**config.mk**
```make
export PLATFORM = sky130hd
export DESIGN_NAME = rand_range_sampler
export DESIGN_NICKNAME = d
export VERILOG_FILES = /design/src/rtl/rand_range_sampler.sv
export SDC_FILE = /design/constraint.sdc
export NUM_CORES = 1
export LEC_CHECK = 0
export CAP_MARGIN = 20
export CORE_MARGIN = 5
export CORE_UTILIZATION = 40
export CTS_CLUSTER_DIAMETER = 150
export DETAILED_ROUTE_END_ITERATION = 8
export REMOVE_ABC_BUFFERS = 1
export SYNTH_ARGS = -nofsm -noshare
export SYNTH_HDL_FRONTEND = slang
export SYNTH_SLANG_ARGS = --single-unit
```
**constraint.sdc**
```tcl
create_clock -name clk -period 2.6 [get_ports clk]
set_input_delay 0.39 -clock clk [delete_from_list [all_inputs] [get_ports clk]]
set_output_delay 0.39 -clock clk [all_outputs]
set_load 0.005 [all_outputs]
```
**src/rtl/rand_range_sampler.sv**
```systemverilog
// rand_range_sampler
//
// Draws a uniformly distributed index in [0, bound-1] from an external random
// generator. It uses rejection sampling: each candidate is masked to the
// smallest power-of-two range covering the bound. After MAX_TRIES rejected
// candidates, the last candidate is folded back into range by subtracting the
// bound.
//
// Parameters
//   WIDTH      random word / bound / result width
//   MAX_TRIES  rejection attempts per request before fallback (1..255)
//
// Ports
//   clk             clock, all state changes on posedge
//   rst_n           asynchronous active-low reset
//   lfsr_data       current registered output of the random generator
//   lfsr_enable     advance strobe to the generator (one value per high cycle)
//   req_valid       request present
//   req_ready       request accepted (high only when idle)
//   bound           N; requested range is [0, N-1]
//   result_valid    result present
//   result_ready    result consumed
//   result          sampled index
//   result_fallback result came from the fold-back path
//   result_error    request had bound == 0
module rand_range_sampler #(
    parameter int unsigned WIDTH     = 8,
    parameter int unsigned MAX_TRIES = 8
) (
    input  logic             clk,
    input  logic             rst_n,
    input  logic [WIDTH-1:0] lfsr_data,
    output logic             lfsr_enable,
    input  logic             req_valid,
    output logic             req_ready,
    input  logic [WIDTH-1:0] bound,
    output logic             result_valid,
    input  logic             result_ready,
    output logic [WIDTH-1:0] result,
    output logic             result_fallback,
    output logic             result_error
);

    typedef enum logic [1:0] {
        IDLE,
        SAMPLE,
        DONE
    } state_t;

    localparam logic [7:0] LAST_TRY = 8'(MAX_TRIES - 1);

    state_t           state, state_next;
    logic [WIDTH-1:0] bound_q, bound_d;
    logic [WIDTH-1:0] mask_q, mask_d;
    logic [WIDTH-1:0] result_q, result_d;
    logic             fallback_q, fallback_d;
    logic             error_q, error_d;
    logic [7:0]       tries_q, tries_d;

    logic [WIDTH-1:0] bound_m1;
    logic [WIDTH-1:0] mask_new;
    logic             smear;
    logic [WIDTH-1:0] candidate;
    logic             accept;
    logic [WIDTH-1:0] folded;

    // The mask is (bound-1) with every bit below its MSB set. That is
    // 2^k-1 for the smallest k with 2^k >= bound, and bound=1 gives mask 0.
    always_comb begin
        bound_m1 = bound - WIDTH'(1);
        smear    = 1'b0;
        mask_new = '0;
        for (int unsigned j = 0; j < WIDTH; j++) begin
            smear                  = smear | bound_m1[WIDTH-1-j];
            mask_new[WIDTH-1-j]    = smear;
        end
    end

    assign candidate = lfsr_data & mask_q;
    assign accept    = (candidate < bound_q);
    // A masked candidate is below 2*bound, so one subtraction lands in range.
    assign folded    = candidate - bound_q;

    always_ff @(posedge clk or negedge rst_n) begin
        if (!rst_n) begin
            state      <= IDLE;
            bound_q    <= '0;
            mask_q     <= '0;
            result_q   <= '0;
            fallback_q <= 1'b0;
            error_q    <= 1'b0;
            tries_q    <= '0;
        end else begin
            state      <= state_next;
            bound_q    <= bound_d;
            mask_q     <= mask_d;
            result_q   <= result_d;
            fallback_q <= fallback_d;
            error_q    <= error_d;
            tries_q    <= tries_d;
        end
    end

    always_comb begin
        state_next   = state;
        bound_d      = bound_q;
        mask_d       = mask_q;
        result_d     = result_q;
        fallback_d   = fallback_q;
        error_d      = error_q;
        tries_d      = tries_q;
        req_ready    = 1'b0;
        lfsr_enable  = 1'b0;
        result_valid = 1'b0;

        case (state)
            IDLE: begin
                req_ready = 1'b1;
                if (req_valid) begin
                    bound_d    = bound;
                    mask_d     = mask_new;
                    tries_d    = '0;
                    result_d   = '0;
                    fallback_d = 1'b0;
                    error_d    = 1'b0;
                    if (bound == '0) begin
                        // Empty range: report it without consuming randomness.
                        error_d    = 1'b1;
                        state_next = DONE;
                    end else begin
                        state_next = SAMPLE;
                    end
                end
            end

            SAMPLE: begin
                lfsr_enable = 1'b1;
                if (accept) begin
                    result_d   = candidate;
                    fallback_d = 1'b0;
                    state_next = DONE;
                end else begin
                    tries_d = tries_q + 8'd1;
                    if (tries_q == LAST_TRY) begin
                        result_d   = folded;
                        fallback_d = 1'b1;
                        state_next = DONE;
                    end
                end
            end

            DONE: begin
                result_valid = 1'b1;
                if (result_ready) begin
                    state_next = IDLE;
                end
            end

            default: begin
                state_next = IDLE;
            end
        endcase
    end

    assign result          = result_q;
    assign result_fallback = fallback_q;
    assign result_error    = error_q;

endmodule

```
# Word level (Yosys, flattened, before mapping)
# Index checks and enable logic that the tools add are counted.
word_totals:
  register_bits: 36
  in_bits: 20
  out_inout_bits: 13
  wordCells: 53
classes:
  add_sub_neg: 3
  magnitude_cmp: 1
  n_eq_ne: 7
  mux: 20
  n_bitwise: 8
  n_reduce_logical: 7
op_table:
  columns: ["cell", "count"]
  rows:
  - ["$mux W8", 4]
  - ["$pmux W8 S2", 2]
  - ["$mux W2", 5]
  - ["$reduce_and A3 Y1", 3]
  - ["$add A8 B1 Y8 const B", 1]
  - ["$and A8 B8 Y8", 1]
  - ["$eq A8 B3 Y1 const B", 1]
  - ["$logic_not A8 Y1", 1]
  - ["$lt A8 B8 Y1", 1]
  - ["$sub A8 B1 Y8 const B", 1]
  - ["$sub A8 B8 Y8", 1]
  - ["$mux W1", 7]
  - ["$or A1 B1 Y1", 7]
  - ["$ne A2 B2 Y1 const B", 3]
  - ["$pmux W2 S3", 1]
  - ["$ne A3 B3 Y1 const B", 1]
  - ["$eq A2 B1 Y1 const B", 1]
  - ["$eq A2 B2 Y1 const B", 1]
  - ["$logic_not A2 Y1", 1]
  - ["$pmux W1 S2", 1]
  - ["$reduce_and A2 Y1", 1]
  - ["$reduce_bool A2 Y1", 1]

# Depth between registers and ports, before layout
logic_depth:
  depth_word: 8
  ltp_mapped: 10
  ltp_nobuf: 9

# Worst setup path before layout
# No wires, ideal clock.
synth_timing:
  kind: "in2reg"
  start: "in lfsr_data[0]"
  end: "reg result_q[6] (netlist: result[6])"
  setup_time_ps: 126
  arrival_ps: 2181
  required_time_ps: 2474
  setup_slack_ps: 293
  stages: 8
  path_buffers: 0
  path_cell_list: "nand2_1 > ha_1 > inv_1 > fa_1 > a211oi_4 > o211ai_4 > a31o_2 > a221o_1"
synth_between:
  elab_chain_cells: 5
synth_rtl:
  columns: ["element", "line", "rtl"]
  rows:
  - ["start, declared", "32", "input logic [WIDTH-1:0] lfsr_data,"]
  - ["$and A8 B8 Y8 *", "79", "assign candidate = lfsr_data & mask_q;"]
  - ["$sub A8 B8 Y8", "82", "assign folded = candidate - bound_q;"]
  - ["$mux W8", "144", "if (tries_q == LAST_TRY) begin"]
  - ["$mux W8", "138", "if (accept) begin"]
  - ["$pmux W8 S2", "116", "case (state)"]
  - ["end signal, assigned", "97", "result_q <= result_d;"]
  - ["end, declared", "55", "logic [WIDTH-1:0] result_q, result_d;"]
# Every way passes the cells marked *; elsewhere a longest branch is shown, timed or not. The select of a mux whose other input is x is not followed.
# A chain may end at the register's enable or synchronous reset.

# Worst setup path after layout
layout_timing:
  start: "in lfsr_data[0]"
  end: "reg result_q[0] (netlist: result[0])"
# Same word-level chain as after synthesis.

==> impl_metrics.csv <==
group,metric,value,unit
outcome,outcome,"complete, no violations",
finish,layout-drive-gt1-share,15.5,%
placed_design,post_dp_cell_area,2940,um2
synth,synth_top_flop_cell,"sky130_fd_sc_hd__dfrtp_1",
drt,via_cell_ratio,5.31,
synth,synth_xor_area_share,1.90,%
grt,antenna_found_initial,0,
cts,tritoncts.num_buffers,5,
finish,final.fill_count,544,
drt,wl_per_cell,14.4,um
power_and_ir_drop,total_power,3.11,mW
synth,synth_fa_ha_area_share,6.83,%
placed_design,portBuffers,32,
timing,max_slew_margin,44.4,%
timing,grt_setup_unrepaired,"no",
floorplan,num_io_pins,33,
grt,grt_util_all_layers,16.7,%
setup_path,critPathCaptureType,"flip-flop",
floorplan,core_area,5570,um2
timing,timing.final.max_slew_violations,0,
cts,post-cts-setup-buffers,0,
cts,clock_tree_from_tritoncts,"done",
synth,yosys.cell_types.count,55,
synth,synth_enable_flop_cells,0,
power_and_ir_drop,ir_drop,393,uV
power_and_ir_drop,pwr_per_cell_area,1030,nW/um2
grt,first_global_vias,2034,
drt,first_pass_iters,4,
grt,global_route_wire_length_before_repair,9.74,mm
cts,clock_latency,280,ps
timing,achievable-frequency,405,MHz
timing,worst_clock_skew_on_the_final_layout,3.87,ps
finish,area_added_between_synthesis_and_finish,31.3,%
cts,clock_tree.buffer_depth,2,
cts,cts_root_buf,"sky130_fd_sc_hd__clkbuf_8",
cts,post_cts_resized,0,
floorplan,die-width,86.0,um
synth,postSynth.asyncResetShare,100,%
finish,final_design_area_no_fill,3030,um2
timing,setup_viol,0,
setup_path,cp_num_buf_inv,2,
placed_design,post-place-cells,393,
synth,synth_compound_area_share,21.6,%
setup_path,critPathArrivalTime,2690,ps
power_and_ir_drop,leakagePower,1.33,nW
synth,synth_top_family_by_area,"simple AND/OR/NAND/NOR gates",
synth,synth.ff_latch_count,36,
placed_design,finalWeightedCongestion,0.905,
drt,postRouteWirelength,5.79,mm
setup_path,critical_path_class,"primary input to flip-flop",
drt,iteration_0_drc_count_of_the_detailed_router,119,
synth,synth.avg_cell_area,8.85,um2
setup_path,cp_data_required_time,2820,ps
setup_path,timing.critical_path.fanout_max,8,
cts,holdBufCountCts,0,
finish,final_core_util,54.4,%
synth,synthSimpleGateAreaFrac,24.5,%
floorplan,placementRows,27,
drt,via_count,2131,
timing,timing_hold_violations_final,0,
setup_path,cell_with_the_biggest_individual_delay_on_the_critical_path,"sky130_fd_sc_hd__fa_1",
synth,synth_warn,0,
synth,syn_inst,261,
setup_path,startpoint_type_of_the_worst_setup_path,"primary input",
timing,min_period_over_period,94.9,%
synth,synthMuxAreaShare,2.71,%
setup_path,max_stage_delay,420,ps
drt,ant_nets,0,
finish,most_used_cells_in_the_layout_excluding_fill_and_tap_cells,"sky130_fd_sc_hd__dfrtp_1 (36), sky130_fd_sc_hd__buf_4 (34), sky130_fd_sc_hd__nand2_1 (32)",
synth,yosysSeqAreaShare,39.0,%
cts,cts.sinks,36,
setup_path,cp_top_family,"compound AO/OA/AOI/OAI gates",
finish,layoutNonFillerInstCount,401,
placed_design,detailed_place_hpwl,4.60,mm
finish,finish.net_count,360,
drt,drc_errors,0,
floorplan,start_util,41.4,%
cts,cts-htree-levels,2,
floorplan,floorplan.die.height,86.0,um
timing,tightestPinTransition,834,ps
run,cap_violations,0,
setup_path,cell_chain_critical_path,"clkdlybuf4s50_1, nand2_1, ha_1, inv_1, fa_1, a211oi_4, o211ai_4, and2_1, o21ai_0, a22o_1",
grt,grt_overflow,0,
cts,clkTransAtPathRegs,70,ps
timing,post-route-min-period,2470,ps
finish,mostFrequentLayoutCell,"sky130_fd_sc_hd__dfrtp_1",
grt,grt_max_degree,37,
finish,antenna_cells_inserted,0,
floorplan,floorplan_die_area,7390,um2
synth,synth_cell_area,2310,um2
hold_path,min_path_type,"primary input to asynchronous set/reset pin",
[worst register-to-register path: cells and delay by family, from the launching register on]
| kind | cells | cell delay, ps |
|---|---|---|
| buffers and inverters | 1 | 50 |
| AOI/OAI and AO/OA | 4 | 880 |
| DFF | 1 | 380 |
| adders and majority gates | 2 | 570 |
| and+or+nand+nor | 2 | 370 |
[final cells by class]
type / instances / area [um2] / share of cell area [%]
inverters: 14 / 52.6 / 1.73
clock buffers: 8 / 90.1 / 2.97
repair buffers: 66 / 571 / 18.8
flip-flops and latches: 36 / 901 / 29.7
well taps: 72 / 90.1 / 2.97
multi-input cells: 205 / 1330 / 43.8
[flip-flops by register name, indices dropped and copies added (netlist names)]
| register | count |
|---|---|
| mask_q | 8 |
| bound_q | 8 |
| result | 8 |
| state | 2 |
| result_error | 1 |
| tries_q | 8 |
| result_fallback | 1 |
[synthesized netlist by cell type, types with 2 or more instances]
library cell,number,area share (%)
sky130_fd_sc_hd__ha_1,11,6.0
sky130_fd_sc_hd__nor2_1,22,3.6
sky130_fd_sc_hd__or3_1,4,1.1
sky130_fd_sc_hd__nand4b_1,2,0.76
sky130_fd_sc_hd__o31ai_1,4,1.3
sky130_fd_sc_hd__o21bai_1,2,0.65
sky130_fd_sc_hd__and3_1,5,1.4
sky130_fd_sc_hd__nor3_1,6,1.3
sky130_fd_sc_hd__nand2b_1,5,1.4
sky130_fd_sc_hd__nor4_1,2,0.54
sky130_fd_sc_hd__nand3_1,7,1.5
sky130_fd_sc_hd__mux2_2,2,0.98
sky130_fd_sc_hd__xor2_1,3,1.1
sky130_fd_sc_hd__xnor2_1,2,0.76
sky130_fd_sc_hd__nand4_1,3,0.81
sky130_fd_sc_hd__mux2i_1,4,1.7
sky130_fd_sc_hd__a31oi_1,5,1.4
sky130_fd_sc_hd__o21ai_0,24,5.2
sky130_fd_sc_hd__a21oi_1,11,2.4
sky130_fd_sc_hd__o211ai_1,4,1.3
sky130_fd_sc_hd__o21a_1,4,1.3
sky130_fd_sc_hd__nor2b_1,3,0.81
sky130_fd_sc_hd__dfrtp_1,36,39
sky130_fd_sc_hd__inv_1,14,2.3
sky130_fd_sc_hd__nand2_1,32,5.2
sky130_fd_sc_hd__a21o_1,2,0.65
sky130_fd_sc_hd__and2_1,10,2.7
sky130_fd_sc_hd__clkbuf_1,4,0.65
sky130_fd_sc_hd__nor4b_1,2,0.76
[power breakdown]
| part | switching, mW | total (mW) | internal, mW |
|---|---|---|---|
| clock | 0.194 | 0.410 | 0.216 |
| combinational | 0.969 | 1.87 | 0.900 |
| sequential | 0.103 | 0.832 | 0.730 |
[per-layer routing]
layer  vias up  share of wire [%]  GRT usage [%]
met2        56                 46           27.5
met5         -                  0              0
met3        11                4.5           3.27
li1       1079                  -              -
met1       985                 47           21.4
met4         0                2.4           7.05
[kinds of logic after synthesis]
family	count (synthesis)
simple gates	109
compound gates	73
flops	36
mux	6
buf+inv	20
xor+xnor	5
fa+ha+maj	12
[final timing paths]
check / startpoint / end / slack (ps) / depth (start not counted)
worst max-delay path: lfsr_data[0] / result[0] / 130 / 10
worst min-delay path: rst_n / result[5] / 200 / 1
worst max register to register: mask_q[0] / result[0] / 280 / 9
worst min register to register: result_error / result_error / 480 / 2
max in group asynchronous: rst_n / result[4] / 1870 / 1
min in group clk: result_error / result_error / 480 / 2
[through the flow]
stage / worst slack [ps] / hold slack, ps / setup TNS [ps]
after detailed placement: -163 / 470 / -1580
after global routing: 22.5 / 276 / 0
after floorplan: 293 / 94.4 / 0
after global placement: -131 / 461 / -996
after CTS: 134 / 220 / 0
final: 133 / 200 / 0
No activity file was read; power rests on OpenSTA's default activity.
